### src/rtl/rom_fetch_sequencer_if.sv
// ============================================================================
// Module      : rom_fetch_sequencer_if
// Description : Request, ROM-lane and beat-stream signals of the ROM fetch
//               sequencer, bundled with sequencer (slave) and client (master)
//               views.
// Revision    : 1.0 - initial release
// ============================================================================
`default_nettype none

interface rom_fetch_sequencer_if #(
    parameter int DATAWIDTH = 2,
    parameter int DEPTHBITS = 3
);
    // Request channel
    logic                      req_valid;
    logic                      req_ready;
    logic [DEPTHBITS-1:0]      req_base;
    logic [DEPTHBITS:0]        req_len;

    // ROM lanes: 16 address outputs, 16 combinational word responses
    logic [16*DEPTHBITS-1:0]   rom_addr;
    logic [16*DATAWIDTH-1:0]   rom_data;

    // Beat stream
    logic                      beat_valid;
    logic                      beat_ready;
    logic [16*DATAWIDTH-1:0]   beat_data;
    logic [15:0]               beat_mask;
    logic                      beat_last;

    // Status
    logic                      busy;
    logic                      done;

    modport slave (
        input  req_valid,
        input  req_base,
        input  req_len,
        input  rom_data,
        input  beat_ready,
        output req_ready,
        output rom_addr,
        output beat_valid,
        output beat_data,
        output beat_mask,
        output beat_last,
        output busy,
        output done
    );

    modport master (
        output req_valid,
        output req_base,
        output req_len,
        output rom_data,
        output beat_ready,
        input  req_ready,
        input  rom_addr,
        input  beat_valid,
        input  beat_data,
        input  beat_mask,
        input  beat_last,
        input  busy,
        input  done
    );

endinterface

`default_nettype wire

### src/rtl/rom_fetch_sequencer.sv
// ============================================================================
// Module      : rom_fetch_sequencer
// Description : Turns (base, length) requests into 16-lane beats read from a
//               16-port combinational ROM. Define ROMSEQ_WRAP_EN to let reads
//               wrap past the top of the ROM; otherwise they stop there.
// Revision    : 1.0 - initial release
// ============================================================================
`default_nettype none

module rom_fetch_sequencer #(
    parameter int DATAWIDTH = 2,
    parameter int DEPTHBITS = 3
) (
    input  wire                    clk,
    input  wire                    rst,
    rom_fetch_sequencer_if.slave   bus
);

    localparam int unsigned c_lanes = 16;
    localparam int unsigned c_depth = 1 << DEPTHBITS;
    localparam int          c_rw    = DEPTHBITS + 1;

    localparam logic [DEPTHBITS-1:0] c_step      = DEPTHBITS'(c_lanes);
    localparam logic [c_rw-1:0]      c_depth_len = c_rw'(c_depth);

    typedef enum logic [1:0] {
        S_IDLE  = 2'd0,
        S_FETCH = 2'd1,
        S_OUT   = 2'd2
    } state_t;

    state_t                      r_state;
    state_t                      w_state_next;

    logic [DEPTHBITS-1:0]        r_cursor;
    logic [c_rw-1:0]             r_remaining;

    logic                        r_beat_valid;
    logic [16*DATAWIDTH-1:0]     r_beat_data;
    logic [15:0]                 r_beat_mask;
    logic                        r_beat_last;
    logic                        r_done;

    logic [c_rw-1:0]             w_len_clamp;
    logic [c_rw-1:0]             w_eff_len;
    logic                        w_zero_len;

    logic [16*DEPTHBITS-1:0]     w_rom_addr;
    logic [15:0]                 w_lane_valid;
    logic [16*DATAWIDTH-1:0]     w_beat_next;
    logic [31:0]                 w_rem32;
    logic [c_rw-1:0]             w_rem_after;
    logic                        w_last_next;

    logic                        w_handshake;
    logic                        w_load_req;
    logic                        w_capture;
    logic                        w_finish;
    logic                        w_done_next;

    // ------------------------------------------------------------------------
    // Effective request length
    // ------------------------------------------------------------------------
    always_comb begin
        w_len_clamp = (32'(bus.req_len) > c_depth) ? c_depth_len : bus.req_len;
`ifdef ROMSEQ_WRAP_EN
        w_eff_len = w_len_clamp;
`else
        // Without wrap the read may only run up to the last ROM word.
        if (w_len_clamp > (c_depth_len - c_rw'(bus.req_base))) begin
            w_eff_len = c_depth_len - c_rw'(bus.req_base);
        end else begin
            w_eff_len = w_len_clamp;
        end
`endif
        w_zero_len = (w_eff_len == '0);
    end

    // ------------------------------------------------------------------------
    // Lane addressing, masking and next-beat assembly
    // ------------------------------------------------------------------------
    always_comb begin
        w_rom_addr   = '0;
        w_lane_valid = '0;
        w_beat_next  = '0;
        w_rem32      = 32'(r_remaining);
        for (int unsigned k = 0; k < c_lanes; k++) begin
            // Address arithmetic wraps naturally at DEPTHBITS width.
            w_rom_addr[k*DEPTHBITS +: DEPTHBITS] = r_cursor + DEPTHBITS'(k);
            w_lane_valid[k] = (w_rem32 > k);
            if (w_rem32 > k) begin
                w_beat_next[k*DATAWIDTH +: DATAWIDTH] =
                    bus.rom_data[k*DATAWIDTH +: DATAWIDTH];
            end
        end
        w_last_next = (w_rem32 <= 32'(c_lanes));
        w_rem_after = (w_rem32 > 32'(c_lanes)) ? c_rw'(w_rem32 - 32'(c_lanes))
                                               : '0;
    end

    // ------------------------------------------------------------------------
    // FSM state register
    // ------------------------------------------------------------------------
    always_ff @(posedge clk) begin
        if (rst) begin
            r_state <= S_IDLE;
        end else begin
            r_state <= w_state_next;
        end
    end

    // ------------------------------------------------------------------------
    // FSM next-state and control decode
    // ------------------------------------------------------------------------
    always_comb begin
        w_state_next = r_state;
        w_load_req   = 1'b0;
        w_capture    = 1'b0;
        w_finish     = 1'b0;
        w_done_next  = 1'b0;
        w_handshake  = r_beat_valid && bus.beat_ready;

        case (r_state)
            S_IDLE: begin
                if (bus.req_valid) begin
                    w_load_req = 1'b1;
                    if (w_zero_len) begin
                        w_done_next  = 1'b1;
                        w_state_next = S_IDLE;
                    end else begin
                        w_state_next = S_FETCH;
                    end
                end
            end
            S_FETCH: begin
                w_capture    = 1'b1;
                w_state_next = S_OUT;
            end
            S_OUT: begin
                if (w_handshake) begin
                    if (r_beat_last) begin
                        w_finish     = 1'b1;
                        w_done_next  = 1'b1;
                        w_state_next = S_IDLE;
                    end else begin
                        // Refill on the accepting edge so beats run bubble-free.
                        w_capture = 1'b1;
                    end
                end
            end
            default: begin
                w_state_next = S_IDLE;
            end
        endcase
    end

    // ------------------------------------------------------------------------
    // Datapath registers
    // ------------------------------------------------------------------------
    always_ff @(posedge clk) begin
        if (rst) begin
            r_cursor     <= '0;
            r_remaining  <= '0;
            r_beat_valid <= 1'b0;
            r_beat_data  <= '0;
            r_beat_mask  <= '0;
            r_beat_last  <= 1'b0;
            r_done       <= 1'b0;
        end else begin
            r_done <= w_done_next;

            if (w_load_req) begin
                r_cursor    <= bus.req_base;
                r_remaining <= w_eff_len;
            end

            if (w_capture) begin
                r_beat_data  <= w_beat_next;
                r_beat_mask  <= w_lane_valid;
                r_beat_last  <= w_last_next;
                r_beat_valid <= 1'b1;
                r_remaining  <= w_rem_after;
                r_cursor     <= r_cursor + c_step;
            end

            if (w_finish) begin
                r_beat_valid <= 1'b0;
            end
        end
    end

    // ------------------------------------------------------------------------
    // Outputs
    // ------------------------------------------------------------------------
    assign bus.req_ready  = (r_state == S_IDLE);
    assign bus.busy       = (r_state != S_IDLE);
    assign bus.rom_addr   = w_rom_addr;
    assign bus.beat_valid = r_beat_valid;
    assign bus.beat_data  = r_beat_data;
    assign bus.beat_mask  = r_beat_mask;
    assign bus.beat_last  = r_beat_last;
    assign bus.done       = r_done;

endmodule

`default_nettype wire

### src/flat_wrapper.sv
// flat-port wrapper written by rule: the top's interface ports become plain ports
module rom_fetch_sequencer_flat 
#(
    parameter int DATAWIDTH = 2,
    parameter int DEPTHBITS = 3
)
  (clk, rst, bus_req_valid, bus_req_base, bus_req_len, bus_rom_data, bus_beat_ready, bus_req_ready, bus_rom_addr, bus_beat_valid, bus_beat_data, bus_beat_mask, bus_beat_last, bus_busy, bus_done);
  rom_fetch_sequencer_if #(.DATAWIDTH(DATAWIDTH), .DEPTHBITS(DEPTHBITS)) bus_i ();
  input  wire clk;
  input  wire rst;
  input wire logic [$bits(bus_i.req_valid)-1:0] bus_req_valid;
  input wire logic [$bits(bus_i.req_base)-1:0] bus_req_base;
  input wire logic [$bits(bus_i.req_len)-1:0] bus_req_len;
  input wire logic [$bits(bus_i.rom_data)-1:0] bus_rom_data;
  input wire logic [$bits(bus_i.beat_ready)-1:0] bus_beat_ready;
  output wire logic [$bits(bus_i.req_ready)-1:0] bus_req_ready;
  output wire logic [$bits(bus_i.rom_addr)-1:0] bus_rom_addr;
  output wire logic [$bits(bus_i.beat_valid)-1:0] bus_beat_valid;
  output wire logic [$bits(bus_i.beat_data)-1:0] bus_beat_data;
  output wire logic [$bits(bus_i.beat_mask)-1:0] bus_beat_mask;
  output wire logic [$bits(bus_i.beat_last)-1:0] bus_beat_last;
  output wire logic [$bits(bus_i.busy)-1:0] bus_busy;
  output wire logic [$bits(bus_i.done)-1:0] bus_done;
  assign bus_i.req_valid = bus_req_valid;
  assign bus_i.req_base = bus_req_base;
  assign bus_i.req_len = bus_req_len;
  assign bus_i.rom_data = bus_rom_data;
  assign bus_i.beat_ready = bus_beat_ready;
  assign bus_req_ready = bus_i.req_ready;
  assign bus_rom_addr = bus_i.rom_addr;
  assign bus_beat_valid = bus_i.beat_valid;
  assign bus_beat_data = bus_i.beat_data;
  assign bus_beat_mask = bus_i.beat_mask;
  assign bus_beat_last = bus_i.beat_last;
  assign bus_busy = bus_i.busy;
  assign bus_done = bus_i.done;
  rom_fetch_sequencer #(.DATAWIDTH(DATAWIDTH), .DEPTHBITS(DEPTHBITS)) u_core (.clk(clk), .rst(rst), .bus(bus_i));
endmodule
### config.mk
export PLATFORM = sky130hd
export DESIGN_NAME = rom_fetch_sequencer_flat
export DESIGN_NICKNAME = d
export VERILOG_FILES = /design/src/rtl/rom_fetch_sequencer_if.sv /design/src/rtl/rom_fetch_sequencer.sv /design/src/flat_wrapper.sv
export SDC_FILE = /design/constraint.sdc
export NUM_CORES = 1
export LEC_CHECK = 0
export CAP_MARGIN = 10
export CORE_MARGIN = 10
export CORE_UTILIZATION = 30
export DETAILED_ROUTE_END_ITERATION = 12
export MAX_ROUTING_LAYER = met4
export PLACE_DENSITY_LB_ADDON = 0.3
export SETUP_SLACK_MARGIN = 0.4
export SYNTH_ARGS = -nofsm -noshare
export SYNTH_HDL_FRONTEND = slang
export SYNTH_SLANG_ARGS = --single-unit
export TNS_END_PERCENT = 10
### constraint.sdc
create_clock -name clk -period 4.8 [get_ports clk]
set_input_delay 0.48 -clock clk [delete_from_list [all_inputs] [get_ports clk]]
set_output_delay 0.48 -clock clk [all_outputs]
set_load 0.02 [all_outputs]
==> metrics list <==
- Area of the core: 8340 um^2
* Transition time at the pin with the least slew margin: about 770 ps
- After detailed routing, the number of remaining DRC violations is 0.
- The worst register-to-register path begins at u_core.r_state[0].
- Count of boundary I/O pins: 144
- Entering global routing, the biggest net connects 47 pins.
- Summed over all nets, the half-perimeter wirelength after detailed placement is 6000 um.
* Largest stage delay on the critical path: 550 ps
* Shortest period the worst path allows: around 2700 ps
* Number of cells produced by synthesis: 268
- Routability-driven placement finished with a final weighted congestion of 0.821.
* Hold Worst Slack: 448 ps
* Setup TNS after final layout: 0 ps
* Number of global-route vias before repair: 2,251
- Final hold violation count: 0
* Number of cells upsized or downsized after cts: 0
- Netlist Area Pre-Place: 2610 um^2
* Cell count after placement: 464
* Count of vias placed by the detailed router: ~2,200
* Number of different library cells in the post-synthesis netlist: 43
- The count of buffers added on input and output ports is 138.
- Crit Path Max Fanout: 5
- The floorplan step set the die width to 113 um.
* Type of the tightest min-delay check: reg -> reg
- Worst slew margin: 0.482
* Post-Synthesis Mean Instance Area: between 9 and 10 um^2
- Setup violations remaining at the end of the flow were counted as 0.
- Number of violations of the max-capacitance limit: 0
* First-iteration detailed-routing DRC count: 71
- H-tree Lvls: 3
* Beginning of the critical path: bus_req_base[0]
- Worst Reg-to-Reg Cells: 6
- The analysis attributes to cell leakage a power of 1.65 nW.
- By area the synthesized netlist is led by dfxtp_1 44%, buf_4 11%, a22o_1 9.0%.
- Sequential-to-total area share from yosys stat: 0.437
- Buffers inserted to repair hold after CTS numbered 0.
- For this configuration, the core starts out at a cell density of 0.313.
- Ratio of final minimum period to clock period: 0.571
- For this run, the share of the core covered by cells in the final layout is 0.470.
- Number of cell rows: 33
- The run finished with clean final reports.
* Vertical extent of the die: 113 um
- CP Cell Sequence: clkdlybuf4s50_1 -> inv_1 -> ha_1 -> inv_1 -> ha_1 -> nor2b_1 -> o211ai_1 -> a21oi_2 -> mux2_2 -> a31o_2
- Derived from the worst setup path, the maximum achievable clock frequency is 365 MHz.
* Number of antenna cells inserted: 0
- Maximum VDD drop: 157 uV
- After clock tree synthesis, the setup repair step added 0 buffers.
- The area growth from synthesis to layout is 49.8%.
- GRT Util Overall: 0.116
- After detailed routing, the number of vias per cell comes to 4.53.
- In this run the power density over the cells is slightly above 300 nW/um^2.
* Number of clock buffers inserted by TritonCTS: 9
- Slack of the worst reg-to-reg path: between 2000 and 3000 ps
- After global routing the overflow that remains totals 0.
- For this run, the number of Yosys warnings is 0.
- The initial antenna violation count was 0.
- Seq cells post-synth: 57
- Layout cells sized above 1: 0.0484
* Sinks on the clock net: 57
- Leaving out filler cells and counting taps, the final layout contains 477.
- The critical path ends at u_core.bus.done.
- Element type at the critical path start: input pin
- The die covers 12,800 um^2.
- At the end of the flow, the number of nets in the layout was 423.
- The synthesized design contains 0 enable-type register cells.
* Wire length per cell after detailed routing: 15.8 um
- Clock-pin slew was measured on the worst setup and hold paths at 60 ps.
* Wirelength, routed: about 7500 um
- For the worst-skew pair, the clock arrives at the later sink with an insertion delay of about 320 ps.
- Clock tree synthesis selected as its root buffer the cell clkbuf_8.
- In this run the deepest clock path goes through 2 buffers.
- Kind of end point of the critical path: flop
- TritonCTS built the clock tree.
- Unrepaired setup endpoints after global routing: no
- The clock arrives with around 1.9 ps of skew.
- In this run the critical register-to-register path is captured at u_core.bus.beat_data[18].
- For the worst setup path, the data required time is 5020 ps.
- Critical-path top delay cell: clkdlybuf4s50_1
- First drt pass iteration count: 4
- First-pass GRT wire length: about 12,000 um
* Power Total: around 1.2 mW
- Type of the worst setup path: in -> reg
- Of all cell types, the one taking the most synthesized area is dfxtp_1.
- Of the post-synthesis cell area, the dominant cell type holds 0.437.
- Most frequently used flop master after synthesis: dfxtp_1
- Share of flip-flops with an asynchronous set or reset after synthesis: 0
- Number of pins with negative max-slew slack in the final report: 0
- The count of nets left with antenna violations once routing finished came out at 0.
* Critical path data arrival time: roughly 3000 ps
## cell families after synthesis
family | count (synthesis) | share of synthesized area
AO/OA/AOI/OAI | 70 | 0.211
XOR/XNOR | 4 | 0.0134
adder cells (fa/ha/maj) | 10 | 0.0479
buffers and inverters | 69 | 0.169
flip-flops | 57 | 0.437
multiplexers | 6 | 0.0239
other | 1 | 0.00143
AND/OR/NAND/NOR | 51 | 0.0962
## area by class of cell
class                      instances  area, um^2
sequential                        57        1140
inverter                          20        75.1
timing repair buffer             138        1380
clock buffer                      12         145
multi-input combinational        144        1040
clock inverter                     1        5.00
fill                             812        4420
tap                              105         131
## worst max-delay path: cells and delay by family
family | cells | cell delay, ps
compound gates | 3 | 660
mux | 1 | 400
fa+ha+maj | 2 | 600
buf+inv | 3 | 680
simple gates | 1 | 140
## cell usage after synthesis (2+ instances only)
cell type	count
buf_6	3
nor2_1	17
nor3_1	2
nand2_1	11
clkbuf_1	6
xor2_1	2
a211oi_1	3
a21o_1	12
buf_8	2
inv_1	20
nand2b_1	5
nor2b_1	2
a32o_1	4
a22o_1	27
ha_1	10
buf_4	37
a21oi_1	13
a21oi_2	2
xnor2_1	2
nand3_1	5
mux2i_1	4
dfxtp_1	57
and3_1	2
## sequential cells by signal, indices dropped and copies added (netlist names)
| signal | count |
|---|---|
| u_core.bus.beat_data | 30 |
| u_core.bus.beat_mask | 15 |
| u_core.r_remaining | 4 |
| u_core.r_cursor | 3 |
| u_core.r_state | 2 |
| u_core.bus.beat_last | 1 |
| u_core.bus.beat_valid | 1 |
| u_core.bus.done | 1 |
## where the power goes
part,switching (mW),leakage (nW),internal [mW]
clock,0.163,0.0782,0.192
sequential,0.0241,0.461,0.489
combinational,0.182,1.11,0.167
## cell usage in the layout, fill, tap and decap left out, types with 2 or more instances in the layout
cell type          n
nor3_1             2
mux2i_1            4
inv_1             20
nor2_1            17
a22o_1            27
xnor2_1            2
clkbuf_8          10
clkdlybuf4s50_1  138
a21o_1            12
a211oi_1           3
a32o_1             4
ha_1              10
and3_1             2
dfxtp_1           57
nand2b_1           5
xor2_1             2
nand3_1            5
a21oi_2            2
conb_1             3
nor2b_1            2
a21oi_1           13
nand2_1           11
clkbuf_1           2
## layer usage
metal	up-vias	track usage	wire length, um
met5	-	-	0
met3	8	0.0481	669
met1	977	0.128	3170
met2	89	0.187	3630
met4	0	0.0381	65
li1	1089	-	-
## stage by stage
stage | setup slack, ps | area, um^2
after global placement | 1760 | 3770
after floorplan | 2250 | 2620
after detailed placement | 1740 | 3770
after CTS | 2050 | 3920
after global routing | 1940 | 3920
final | 2060 | 3920
## worst min-delay path by stage
stage	startpoint	to	slack, ps	depth (start not counted)
after floorplan	u_core.r_state[1]	u_core.r_state[1]	490	2
after global placement	u_core.bus.beat_mask[11]	u_core.bus.beat_mask[11]	430	2
after detailed placement	u_core.bus.beat_mask[8]	u_core.bus.beat_mask[8]	440	1
after CTS	u_core.bus.beat_mask[7]	u_core.bus.beat_mask[7]	450	2
after global routing	u_core.bus.beat_mask[10]	u_core.bus.beat_mask[10]	470	1
final	u_core.bus.beat_mask[14]	u_core.bus.beat_mask[14]	450	1
Power figures use the tool's default switching activity.
